[config.mk]
export PLATFORM = sky130hd
export DESIGN_NAME = datamover_out_flat
export DESIGN_NICKNAME = d
export VERILOG_FILES = /design/src/rtl/datamover_pkg.sv /design/src/rtl/datamover_if.sv /design/src/rtl/datamover_axis_out_reg.sv /design/src/rtl/datamover_out.sv /design/src/flat_wrapper.sv
export SDC_FILE = /design/constraint.sdc
export NUM_CORES = 1
export LEC_CHECK = 0
export CAP_MARGIN = 20
export CORE_MARGIN = 2
export CORE_UTILIZATION = 30
export DETAILED_ROUTE_END_ITERATION = 8
export GPL_ROUTABILITY_DRIVEN = 0
export PLACE_DENSITY_LB_ADDON = 0.25
export SYNTH_ARGS = -nofsm -noshare
export SYNTH_HDL_FRONTEND = slang
export SYNTH_SLANG_ARGS = --single-unit
[constraint.sdc]
create_clock -name clk -period 6.8 [get_ports clk]
set_clock_uncertainty 0.2 [all_clocks]
set_input_delay 1.36 -clock clk [delete_from_list [all_inputs] [get_ports clk]]
set_output_delay 1.36 -clock clk [all_outputs]
set_load 0.005 [all_outputs]
[src/rtl/datamover_pkg.sv]
// Shared types and constants for the memory-to-stream datamover.
package datamover_pkg;

  typedef enum logic [1:0] {
    IDLE = 2'd0,
    AR   = 2'd1,
    R    = 2'd2
  } state_t;

  localparam int         MIN_PKT_BYTES = 16;
  localparam int         MAX_PKT_BYTES = 1600;
  localparam int         AXI_4K        = 4096;
  localparam logic [1:0] BURST_INCR    = 2'b01;

endpackage

[src/rtl/datamover_if.sv]
// Descriptor, AXI4 read (AR/R), AXI-Stream and error signals of the datamover.
// Every channel transfers on a clock edge where its valid and ready are both 1;
// a source holds valid and its payload stable until that transfer happens.
interface datamover_if #(parameter int DATA_WIDTH = 32);
  localparam int BYTES = DATA_WIDTH / 8;

  logic [31:0]           d_addr;
  logic [10:0]           d_len;
  logic                  d_tvalid;
  logic                  d_tready;

  logic [31:0]           m_araddr;
  logic [7:0]            m_arlen;
  logic [2:0]            m_arsize;
  logic [1:0]            m_arburst;
  logic                  m_arvalid;
  logic                  m_arready;

  logic [DATA_WIDTH-1:0] m_rdata;
  logic [1:0]            m_rresp;
  logic                  m_rlast;
  logic                  m_rvalid;
  logic                  m_rready;

  logic [DATA_WIDTH-1:0] s_tdata;
  logic [BYTES-1:0]      s_tkeep;
  logic                  s_tlast;
  logic                  s_tvalid;
  logic                  s_tready;

  logic                  err;

  modport master (
    input  d_addr, d_len, d_tvalid,
    output d_tready,
    output m_araddr, m_arlen, m_arsize, m_arburst, m_arvalid,
    input  m_arready,
    input  m_rdata, m_rresp, m_rlast, m_rvalid,
    output m_rready,
    output s_tdata, s_tkeep, s_tlast, s_tvalid,
    input  s_tready,
    output err
  );

  modport slave (
    output d_addr, d_len, d_tvalid,
    input  d_tready,
    input  m_araddr, m_arlen, m_arsize, m_arburst, m_arvalid,
    output m_arready,
    output m_rdata, m_rresp, m_rlast, m_rvalid,
    input  m_rready,
    input  s_tdata, s_tkeep, s_tlast, s_tvalid,
    output s_tready,
    input  err
  );

endinterface

[src/rtl/datamover_axis_out_reg.sv]
// Single register stage driving the AXI-Stream output; a beat is loaded only
// when the stage is empty or being drained in the same cycle.
module axis_out_reg #(
  parameter int DATA_WIDTH = 32
) (
  input  logic                    clk,
  input  logic                    reset_n,
  input  logic                    in_valid,
  input  logic [DATA_WIDTH-1:0]   in_data,
  input  logic [DATA_WIDTH/8-1:0] in_keep,
  input  logic                    in_last,
  output logic                    in_ready,
  output logic [DATA_WIDTH-1:0]   s_tdata,
  output logic [DATA_WIDTH/8-1:0] s_tkeep,
  output logic                    s_tlast,
  output logic                    s_tvalid,
  input  logic                    s_tready
);

  assign in_ready = !s_tvalid || s_tready;

  always_ff @(posedge clk or negedge reset_n) begin
    if (!reset_n) begin
      s_tdata  <= '0;
      s_tkeep  <= '0;
      s_tlast  <= 1'b0;
      s_tvalid <= 1'b0;
    end else if (in_valid) begin
      s_tdata  <= in_data;
      s_tkeep  <= in_keep;
      s_tlast  <= in_last;
      s_tvalid <= 1'b1;
    end else if (s_tready) begin
      s_tvalid <= 1'b0;
    end
  end

endmodule

[src/rtl/datamover_out.sv]
// Reads one packet per descriptor through AXI4 INCR bursts (never crossing 4 KB)
// and emits it as a single AXI-Stream packet.
module datamover_out
  import datamover_pkg::*;
#(
  parameter int DATA_WIDTH = 32,
  parameter int MAX_BURST  = 16
) (
  input  logic   clk,
  input  logic   reset_n,
  datamover_if.master bus,
  output state_t dbg_state
);

  localparam int BYTES = DATA_WIDTH / 8;
  localparam int SZ    = $clog2(BYTES);

  state_t            state, state_next;
  logic [31:0]       addr_q;
  logic [10:0]       rem_q;
  logic [8:0]        burst_q, beat_q;
  logic [BYTES-1:0]  last_keep_q, keep_c;
  logic              arvalid_q, d_ready_q, err_q;
  logic [31:0]       araddr_q;
  logic [7:0]        arlen_q;
  logic [11:0]       len_plus;
  logic [12:0]       to_4k, blen;
  logic              desc_hs, len_ok, ar_hs, r_hs, burst_final, pkt_final, out_ready;

  assign desc_hs     = bus.d_tvalid && d_ready_q;
  assign len_ok      = (bus.d_len >= 11'(MIN_PKT_BYTES)) && (bus.d_len <= 11'(MAX_PKT_BYTES));
  assign ar_hs       = (state == AR) && arvalid_q && bus.m_arready;
  assign r_hs        = bus.m_rvalid && bus.m_rready;
  assign burst_final = (beat_q == burst_q - 9'd1);
  assign pkt_final   = (rem_q == 11'd1);
  assign len_plus    = {1'b0, bus.d_len} + 12'(BYTES - 1);

  // Tail keep: low (len mod BYTES) lanes, or all lanes for an exact multiple.
  always_comb begin
    keep_c = '0;
    for (int i = 0; i < BYTES; i++)
      keep_c[i] = (bus.d_len[SZ-1:0] == '0) || (i < int'(bus.d_len[SZ-1:0]));
  end

  always_comb begin
    to_4k = (13'(AXI_4K) - {1'b0, addr_q[11:0]}) >> SZ;
    blen  = {2'b00, rem_q};
    if (blen > 13'(MAX_BURST)) blen = 13'(MAX_BURST);
    if (blen > to_4k)          blen = to_4k;
  end

  always_ff @(posedge clk or negedge reset_n) begin
    if (!reset_n) state <= IDLE;
    else          state <= state_next;
  end

  always_comb begin
    state_next = state;
    case (state)
      IDLE:    if (desc_hs && len_ok) state_next = AR;
      AR:      if (ar_hs) state_next = R;
      R:       if (r_hs && burst_final) state_next = pkt_final ? IDLE : AR;
      default: state_next = IDLE;
    endcase
  end

  always_ff @(posedge clk or negedge reset_n) begin
    if (!reset_n) begin
      addr_q      <= '0;
      rem_q       <= '0;
      burst_q     <= '0;
      beat_q      <= '0;
      last_keep_q <= '0;
      arvalid_q   <= 1'b0;
      araddr_q    <= '0;
      arlen_q     <= '0;
      d_ready_q   <= 1'b0;
      err_q       <= 1'b0;
    end else begin
      d_ready_q <= (state_next == IDLE);
      err_q     <= (desc_hs && !len_ok) ||
                   (r_hs && ((bus.m_rresp != 2'b00) || (bus.m_rlast != burst_final)));
      if (desc_hs && len_ok) begin
        addr_q      <= bus.d_addr & ~32'(BYTES - 1);
        rem_q       <= 11'(len_plus >> SZ);
        last_keep_q <= keep_c;
      end
      // The burst is sized in the first AR cycle and presented from the second.
      if ((state == AR) && !arvalid_q) begin
        arvalid_q <= 1'b1;
        araddr_q  <= addr_q;
        arlen_q   <= 8'(blen - 13'd1);
      end else if (ar_hs) begin
        arvalid_q <= 1'b0;
        burst_q   <= {1'b0, arlen_q} + 9'd1;
        beat_q    <= '0;
      end
      if (r_hs) begin
        beat_q <= beat_q + 9'd1;
        rem_q  <= rem_q - 11'd1;
        if (burst_final) addr_q <= addr_q + (32'(burst_q) << SZ);
      end
    end
  end

  axis_out_reg #(.DATA_WIDTH(DATA_WIDTH)) u_out (
    .clk      (clk),
    .reset_n  (reset_n),
    .in_valid (r_hs),
    .in_data  (bus.m_rdata),
    .in_keep  (pkt_final ? last_keep_q : {BYTES{1'b1}}),
    .in_last  (pkt_final),
    .in_ready (out_ready),
    .s_tdata  (bus.s_tdata),
    .s_tkeep  (bus.s_tkeep),
    .s_tlast  (bus.s_tlast),
    .s_tvalid (bus.s_tvalid),
    .s_tready (bus.s_tready)
  );

  assign bus.d_tready  = d_ready_q;
  assign bus.m_araddr  = araddr_q;
  assign bus.m_arlen   = arlen_q;
  assign bus.m_arsize  = 3'(SZ);
  assign bus.m_arburst = BURST_INCR;
  assign bus.m_arvalid = arvalid_q;
  assign bus.m_rready  = (state == R) && out_ready;
  assign bus.err       = err_q;
  assign dbg_state     = state;

endmodule

[src/flat_wrapper.sv]
// flat-port wrapper written by rule: the top's interface ports become plain ports
module datamover_out_flat import datamover_pkg::*;
#(
  parameter int DATA_WIDTH = 32,
  parameter int MAX_BURST  = 16
)
  (clk, reset_n, dbg_state, bus_d_addr, bus_d_len, bus_d_tvalid, bus_d_tready, bus_m_araddr, bus_m_arlen, bus_m_arsize, bus_m_arburst, bus_m_arvalid, bus_m_arready, bus_m_rdata, bus_m_rresp, bus_m_rlast, bus_m_rvalid, bus_m_rready, bus_s_tdata, bus_s_tkeep, bus_s_tlast, bus_s_tvalid, bus_s_tready, bus_err);
  datamover_if #(.DATA_WIDTH(DATA_WIDTH)) bus_i ();
  input  logic clk;
  input  logic reset_n;
  output state_t dbg_state;
  input wire logic [$bits(bus_i.d_addr)-1:0] bus_d_addr;
  input wire logic [$bits(bus_i.d_len)-1:0] bus_d_len;
  input wire logic [$bits(bus_i.d_tvalid)-1:0] bus_d_tvalid;
  output wire logic [$bits(bus_i.d_tready)-1:0] bus_d_tready;
  output wire logic [$bits(bus_i.m_araddr)-1:0] bus_m_araddr;
  output wire logic [$bits(bus_i.m_arlen)-1:0] bus_m_arlen;
  output wire logic [$bits(bus_i.m_arsize)-1:0] bus_m_arsize;
  output wire logic [$bits(bus_i.m_arburst)-1:0] bus_m_arburst;
  output wire logic [$bits(bus_i.m_arvalid)-1:0] bus_m_arvalid;
  input wire logic [$bits(bus_i.m_arready)-1:0] bus_m_arready;
  input wire logic [$bits(bus_i.m_rdata)-1:0] bus_m_rdata;
  input wire logic [$bits(bus_i.m_rresp)-1:0] bus_m_rresp;
  input wire logic [$bits(bus_i.m_rlast)-1:0] bus_m_rlast;
  input wire logic [$bits(bus_i.m_rvalid)-1:0] bus_m_rvalid;
  output wire logic [$bits(bus_i.m_rready)-1:0] bus_m_rready;
  output wire logic [$bits(bus_i.s_tdata)-1:0] bus_s_tdata;
  output wire logic [$bits(bus_i.s_tkeep)-1:0] bus_s_tkeep;
  output wire logic [$bits(bus_i.s_tlast)-1:0] bus_s_tlast;
  output wire logic [$bits(bus_i.s_tvalid)-1:0] bus_s_tvalid;
  input wire logic [$bits(bus_i.s_tready)-1:0] bus_s_tready;
  output wire logic [$bits(bus_i.err)-1:0] bus_err;
  assign bus_i.d_addr = bus_d_addr;
  assign bus_i.d_len = bus_d_len;
  assign bus_i.d_tvalid = bus_d_tvalid;
  assign bus_d_tready = bus_i.d_tready;
  assign bus_m_araddr = bus_i.m_araddr;
  assign bus_m_arlen = bus_i.m_arlen;
  assign bus_m_arsize = bus_i.m_arsize;
  assign bus_m_arburst = bus_i.m_arburst;
  assign bus_m_arvalid = bus_i.m_arvalid;
  assign bus_i.m_arready = bus_m_arready;
  assign bus_i.m_rdata = bus_m_rdata;
  assign bus_i.m_rresp = bus_m_rresp;
  assign bus_i.m_rlast = bus_m_rlast;
  assign bus_i.m_rvalid = bus_m_rvalid;
  assign bus_m_rready = bus_i.m_rready;
  assign bus_s_tdata = bus_i.s_tdata;
  assign bus_s_tkeep = bus_i.s_tkeep;
  assign bus_s_tlast = bus_i.s_tlast;
  assign bus_s_tvalid = bus_i.s_tvalid;
  assign bus_i.s_tready = bus_s_tready;
  assign bus_err = bus_i.err;
  datamover_out #(.DATA_WIDTH(DATA_WIDTH), .MAX_BURST(MAX_BURST)) u_core (.clk(clk), .reset_n(reset_n), .bus(bus_i), .dbg_state(dbg_state));
endmodule
## Word-level counts from Yosys, hierarchy flattened

Index checks and enable logic that the tools add are counted.

| operators by class | value |
|---|---|
| equality and inequality tests | 6 |
| muxes and demuxes | 20 |
| reductions and logical operators | 30 |
| bitwise logic cells | 1 |
| magnitude comparators | 7 |
| add/sub/neg operators | 8 |

Operators with widths:

| cell | number |
|---|---|
| $mux 32 | 3 |
| $mux 11 | 3 |
| $add 32x11->32 | 1 |
| $mux 9 | 3 |
| $sub 13x12->13 const A | 1 |
| $add 11x2->12 const B | 1 |
| $eq 11x1->1 const B | 1 |
| $ge 11x5->1 const B | 1 |
| $gt 11x11->1 | 1 |
| $gt 11x5->1 const B | 1 |
| $le 11x11->1 const B | 1 |
| $logic_and 1x1->1 | 11 |
| $sub 11x1->11 const B | 1 |
| $reduce_bool 2->1 | 5 |
| $add 8x1->9 const B | 1 |
| $add 9x1->9 const B | 1 |
| $eq 9x9->1 | 1 |
| $sub 9x1->9 const B | 1 |
| $mux 8 | 1 |
| $sub 8x1->8 const B | 1 |
| $logic_not 2->1 | 3 |
| $logic_or 1x1->1 | 6 |
| $mux 2 | 3 |
| $pmux 2 s3 | 1 |
| 11 further kinds | 19 |

| word-level totals | value |
|---|---|
| input bits | 84 |
| bits in registers | 148 |
| output and inout bits | 89 |
| logic and storage cells | 87 |

## Longest topological paths before layout

| depth | value |
|---|---|
| depth after elaboration | 8 |
| depth in mapped cells | 19 |

## Hierarchy

Synthesis repeated with hierarchy kept, for this count alone.

| second synthesis, totals | value |
|---|---|
| cell total of the unflattened synthesis | 884 |
| area, all modules | 8,363.0 um^2 |

By module, submodules not included:

| module | times used | cells each | area an instance (um^2) |
|---|---|---|---|
| datamover_out | 1 | 803 | 6,872.8 |
| axis_out_reg | 1 | 81 | 1,490.2 |

## Worst setup path after synthesis

Ideal clock, no wire load.

| path | value |
|---|---|
| path type | register -> register |
| start | register u_core.rem_q[0] |
| end | register u_core.arlen_q[6], in the netlist u_core.bus.m_arlen[6] |
| path slack | 1,982 ps |
| setup time | 82 ps |
| data arrival time | 4,537 ps |
| stages on the path, launching flop included | 17 |
| cells stage by stage | dfrtp_1 > inv_1 > ha_1 > or3b_2 > a2111oi_2 > and2_1 > ha_1 > a21oi_1 > a211oi_1 > a2111oi_0 > nor2_1 > clkbuf_1 > a21oi_1 > ha_1 > o221ai_1 > or3b_2 > a31oi_1 |

| on the way | value |
|---|---|
| cells in the longest elaborated chain, start to end | 5 |

Ends and longest elaborated chain:

| item | line | source |
|---|---|---|
| start, declared | datamover_out.sv:20 | `logic [10:0] rem_q;` |
| start signal, assigned | datamover_out.sv:85 | `rem_q <= 11'(len_plus >> SZ);` |
| start signal, assigned | datamover_out.sv:100 | `rem_q <= rem_q - 11'd1;` |
| $gt 11x5->1 | datamover_out.sv:48 | `if (blen > 13'(MAX_BURST)) blen = 13'(MAX_BURST);` |
| $mux 11 (*) | datamover_out.sv:48 |  |
| $gt 11x11->1 | datamover_out.sv:49 | `if (blen > to_4k) blen = to_4k;` |
| $mux 8 (*) | datamover_out.sv:49 |  |
| $sub 8x1->8 (*) | datamover_out.sv:92 | `arlen_q <= 8'(blen - 13'd1);` |
| end signal, assigned | datamover_out.sv:92 |  |
| end, declared | datamover_out.sv:25 | `logic [7:0] arlen_q;` |

Mark *: on every way between the ends. The rest lies on a longest branch, timed or not.
A chain may end at the register's enable or synchronous reset.

## Final worst setup path

Same ends and word-level chain as after synthesis.

==> run_results.csv <==
group,metric,value,unit
clock_network,cts_tree,"yes",
sta,rsz0062_at_grt,"no",
status,outcome,"finished clean",
yosys,synthTopCellsByCount,"251 x nand2_1, 148 x dfrtp_1, 73 x nor2_1",
die,die_x,170,um
layout,n_antenna_cell,0,
yosys,netlist_instances,974,
clock_network,cts.repair.resized,0,
sta,period_share,80.4,%
worst_setup_path,cp.required,6.95,ns
clock_network,cts_root_buf,"clkbuf_16",
clock_network,ctsHoldBuffers,0,
yosys,synth_top_cell_area_share,44.5,%
worst_setup_path,cp-start-kind,"register",
yosys,seq_area_frac_synth,44.5,%
yosys,syn_avg_cell_area,8.54,um2
worst_setup_path,path_delay_family,"compound AO/OA/AOI/OAI gates",
yosys,synth-seq-cells,148,
global_route,overflow,0,
worst_setup_path,cp_common_cell,"ha_1",
power_and_ir_drop,p_per_area,431,mW/mm2
route,drtIter0Drc,300,
layout,multi_input_area,0.00429,mm2
clock_network,clkLatencyLatePin,0.43,ns
worst_setup_path,crit_slowest_cell,"a2111oi_0",
worst_setup_path,crit_type,"register to register",
route,wl_per_cell,15.9,um
yosys,syn_area,0.00831,mm2
clock_network,cts_sinks,148,
route,vias,7419,
sta,setup-tns-final,0,ns
min_path,hp-class,"register to register",
worst_setup_path,worstRegToRegCells,15,
clock_network,clockBufferDepth,2,
worst_setup_path,path_cells,"inv_1 > ha_1 > or3b_2 > a2111oi_2 > and2_1 > ha_1 > a21oi_1 > a211oi_1 > a2111oi_0 > nor2_1 > a21oi_1 > ha_1 > o221ai_1 > or3b_2 > a31oi_1",
layout,drive_gt1_share,6.23,%
yosys,yosys_warnings,0,
yosys,synth_edf_count,0,
yosys,synth_flop_cell,"dfrtp_1",
clock_network,clk_pin_slew,0.07,ns
clock_network,cts_setup_buffers,0,
layout,fillers,2723,
global_route,antenna_found_initial,0,
die,die_y,170,um
global_route,grt.total_usage,17.4,%
global_route,grt_pass1_wl,39600,um
power_and_ir_drop,ir_drop,0.000155,V
min_path,whs_path_depth,2,
placement,portBuffers,165,
sta,tightestPinTransition,1.05,ns
yosys,synth_most_common_cell,"nand2_1",
worst_setup_path,cp.depth,15,
layout,regArea,0.00370,mm2
clock_network,numCtsBuffers,17,
placement,dp_slack,1.39,ns
die,start_util,30.7,%
run,drv_cap,0,
worst_setup_path,cp_num_buf_inv,1,
layout,final_nets,1241,
placement,dp_hpwl,17300,um
route,vias_per_cell,4.91,
sta,fin_ws,1.33,ns
sta,fmax,183,MHz
die,dieArea,0.0291,mm2
sta,finalCriticalPeriod,5.47,ns
sta,hold_viol_final,0,
route,drc,0,
worst_setup_path,crit_fanout,15,
worst_setup_path,cp-end-kind,"register",
yosys,synth.area.top_cells,"dfrtp_1 45%, nand2_1 11%, ha_1 4.4%",
route,dr.pass1.iters,4,
worst_setup_path,cpPeakStageDelay,0.74,ns
yosys,yosysTopAreaCell,"dfrtp_1",
worst_setup_path,cp.arrival,5.62,ns
yosys,yosys.cell_types.count,77,
route,drtAntennaViolNets,0,
power_and_ir_drop,power_leakage,4.77,nW
die,rows,60,
sta,setup_viol,0,
clock_network,cts_max_level,4,
sta,report.final.slew_viol_count,0,
route,routed_wl,24100,um
global_route,grt_max_degree,95,
layout,area_growth_syn_to_layout,32.0,%
die,ios,173,
global_route,first_global_vias,7331,
sta,relSlewSlack,29.9,%
die,coreArea,0.0271,mm2
yosys,async_reset_ff_share,100,%
-- per-layer routing --
metal,vias up,GRT usage [%],part of all wire [%]
li1,3666,-,-
met1,3570,23.4,46
met2,158,28.7,48
met3,25,3.56,4.2
met4,0,4.50,1.5
met5,-,0,0
-- area by class of cell --
class,instances,share of cell area [%]
tap,372,4.24
clock buffer,17,3.88
sequential,148,33.8
timing repair buffer,174,15.7
multi-input combinational,749,39.1
inverter,37,1.27
clock inverter,15,2.09
-- state kept, by name, indices dropped and copies added, names as in the netlist, 2 cells and up --
register / count
u_core.last_keep_q: 4
u_core.u_out.s_tkeep: 4
u_core.bus.m_arlen: 8
u_core.rem_q: 11
u_core.addr_q: 32
u_core.u_out.s_tdata: 32
u_core.dbg_state: 2
u_core.burst_q: 9
u_core.bus.m_araddr: 32
u_core.beat_q: 9
-- path summary, 6_finish.rpt --
| path | from | slack [ns] | to |
|---|---|---|---|
| max in group asynchronous | reset_n | 4.34 | u_core.bus.m_araddr[8] |
| setup reg to reg | u_core.rem_q[0] | 1.33 | u_core.bus.m_arlen[6] |
| setup / recovery | u_core.rem_q[0] | 1.33 | u_core.bus.m_arlen[6] |
| hold / removal | u_core.u_out.s_tkeep[3] | 0.26 | u_core.u_out.s_tkeep[3] |
| min in group asynchronous | reset_n | 0.79 | u_core.u_out.s_tdata[6] |
| hold reg to reg | u_core.u_out.s_tkeep[3] | 0.26 | u_core.u_out.s_tkeep[3] |
-- report_power, final --
group,internal [W],switching (W),total [W]
registers,0.00125,0.000383,0.00164
clock network,0.000635,0.000433,0.00107
logic,0.00100,0.00102,0.00202
-- cell usage in the layout, fill, tap and decap left out, drive strengths merged, types with 4 or more instances in the layout --
cell type and count:
bufinv 4, or3 7, nor2b 4, a21boi 6, o311ai 5, nand3 31, nor3 20, a21oi 42
ha 29, mux2i 6, nand2b 11, o32ai 5, buf 10, a31oi 9, o21ai 75, clkbuf 17
nor4 5, clkdlybuf4s50 164, a221oi 5, o221a 5, inv 48, o21a 5, conb 11, nor2 73
dfrtp 148, a211oi 7, nand4 8, xnor2 28, or4 6, a21o 4, and3 15, xor2 10
nand2 251, nand3b 4, o31ai 10, o211ai 4, and2 7
-- through the flow --
| step | instances | hold WS, ns | power, W | util (%) | cell area, um2 |
|---|---|---|---|---|---|
| global route | 1512 | 0.290 | 0.00510 | 40.5 | 11000 |
| CTS | 1512 | 0.268 | 0.00477 | 40.5 | 11000 |
| floorplan | 983 | 0.229 | 0.00276 | - | 8350 |
| finish | 1512 | 0.262 | 0.00472 | 40.5 | 11000 |
| detailed placement | 1480 | 0.252 | 0.00368 | 38.1 | 10300 |
| global placement | 1480 | 0.246 | 0.00364 | 38.1 | 10300 |
-- cells by family after synthesis --
logic type | after synthesis | synth area share, %
muxes | 8 | 0.993
and+or+nand+nor | 453 | 24.2
AOI/OAI and AO/OA | 209 | 17.0
other | 2 | 0.0903
buffers and inverters | 86 | 4.57
xor gates and xnor gates | 38 | 4.00
DFF | 148 | 44.5
adders and majority gates | 30 | 4.60
-- tightest hold or removal path, cell delays in order (launching register included) --
cell and delay [ns]:
dfrtp_1 0.34, nand2_1 0.05, nand2_1 0.04
(Power assumes the default switching activity.)
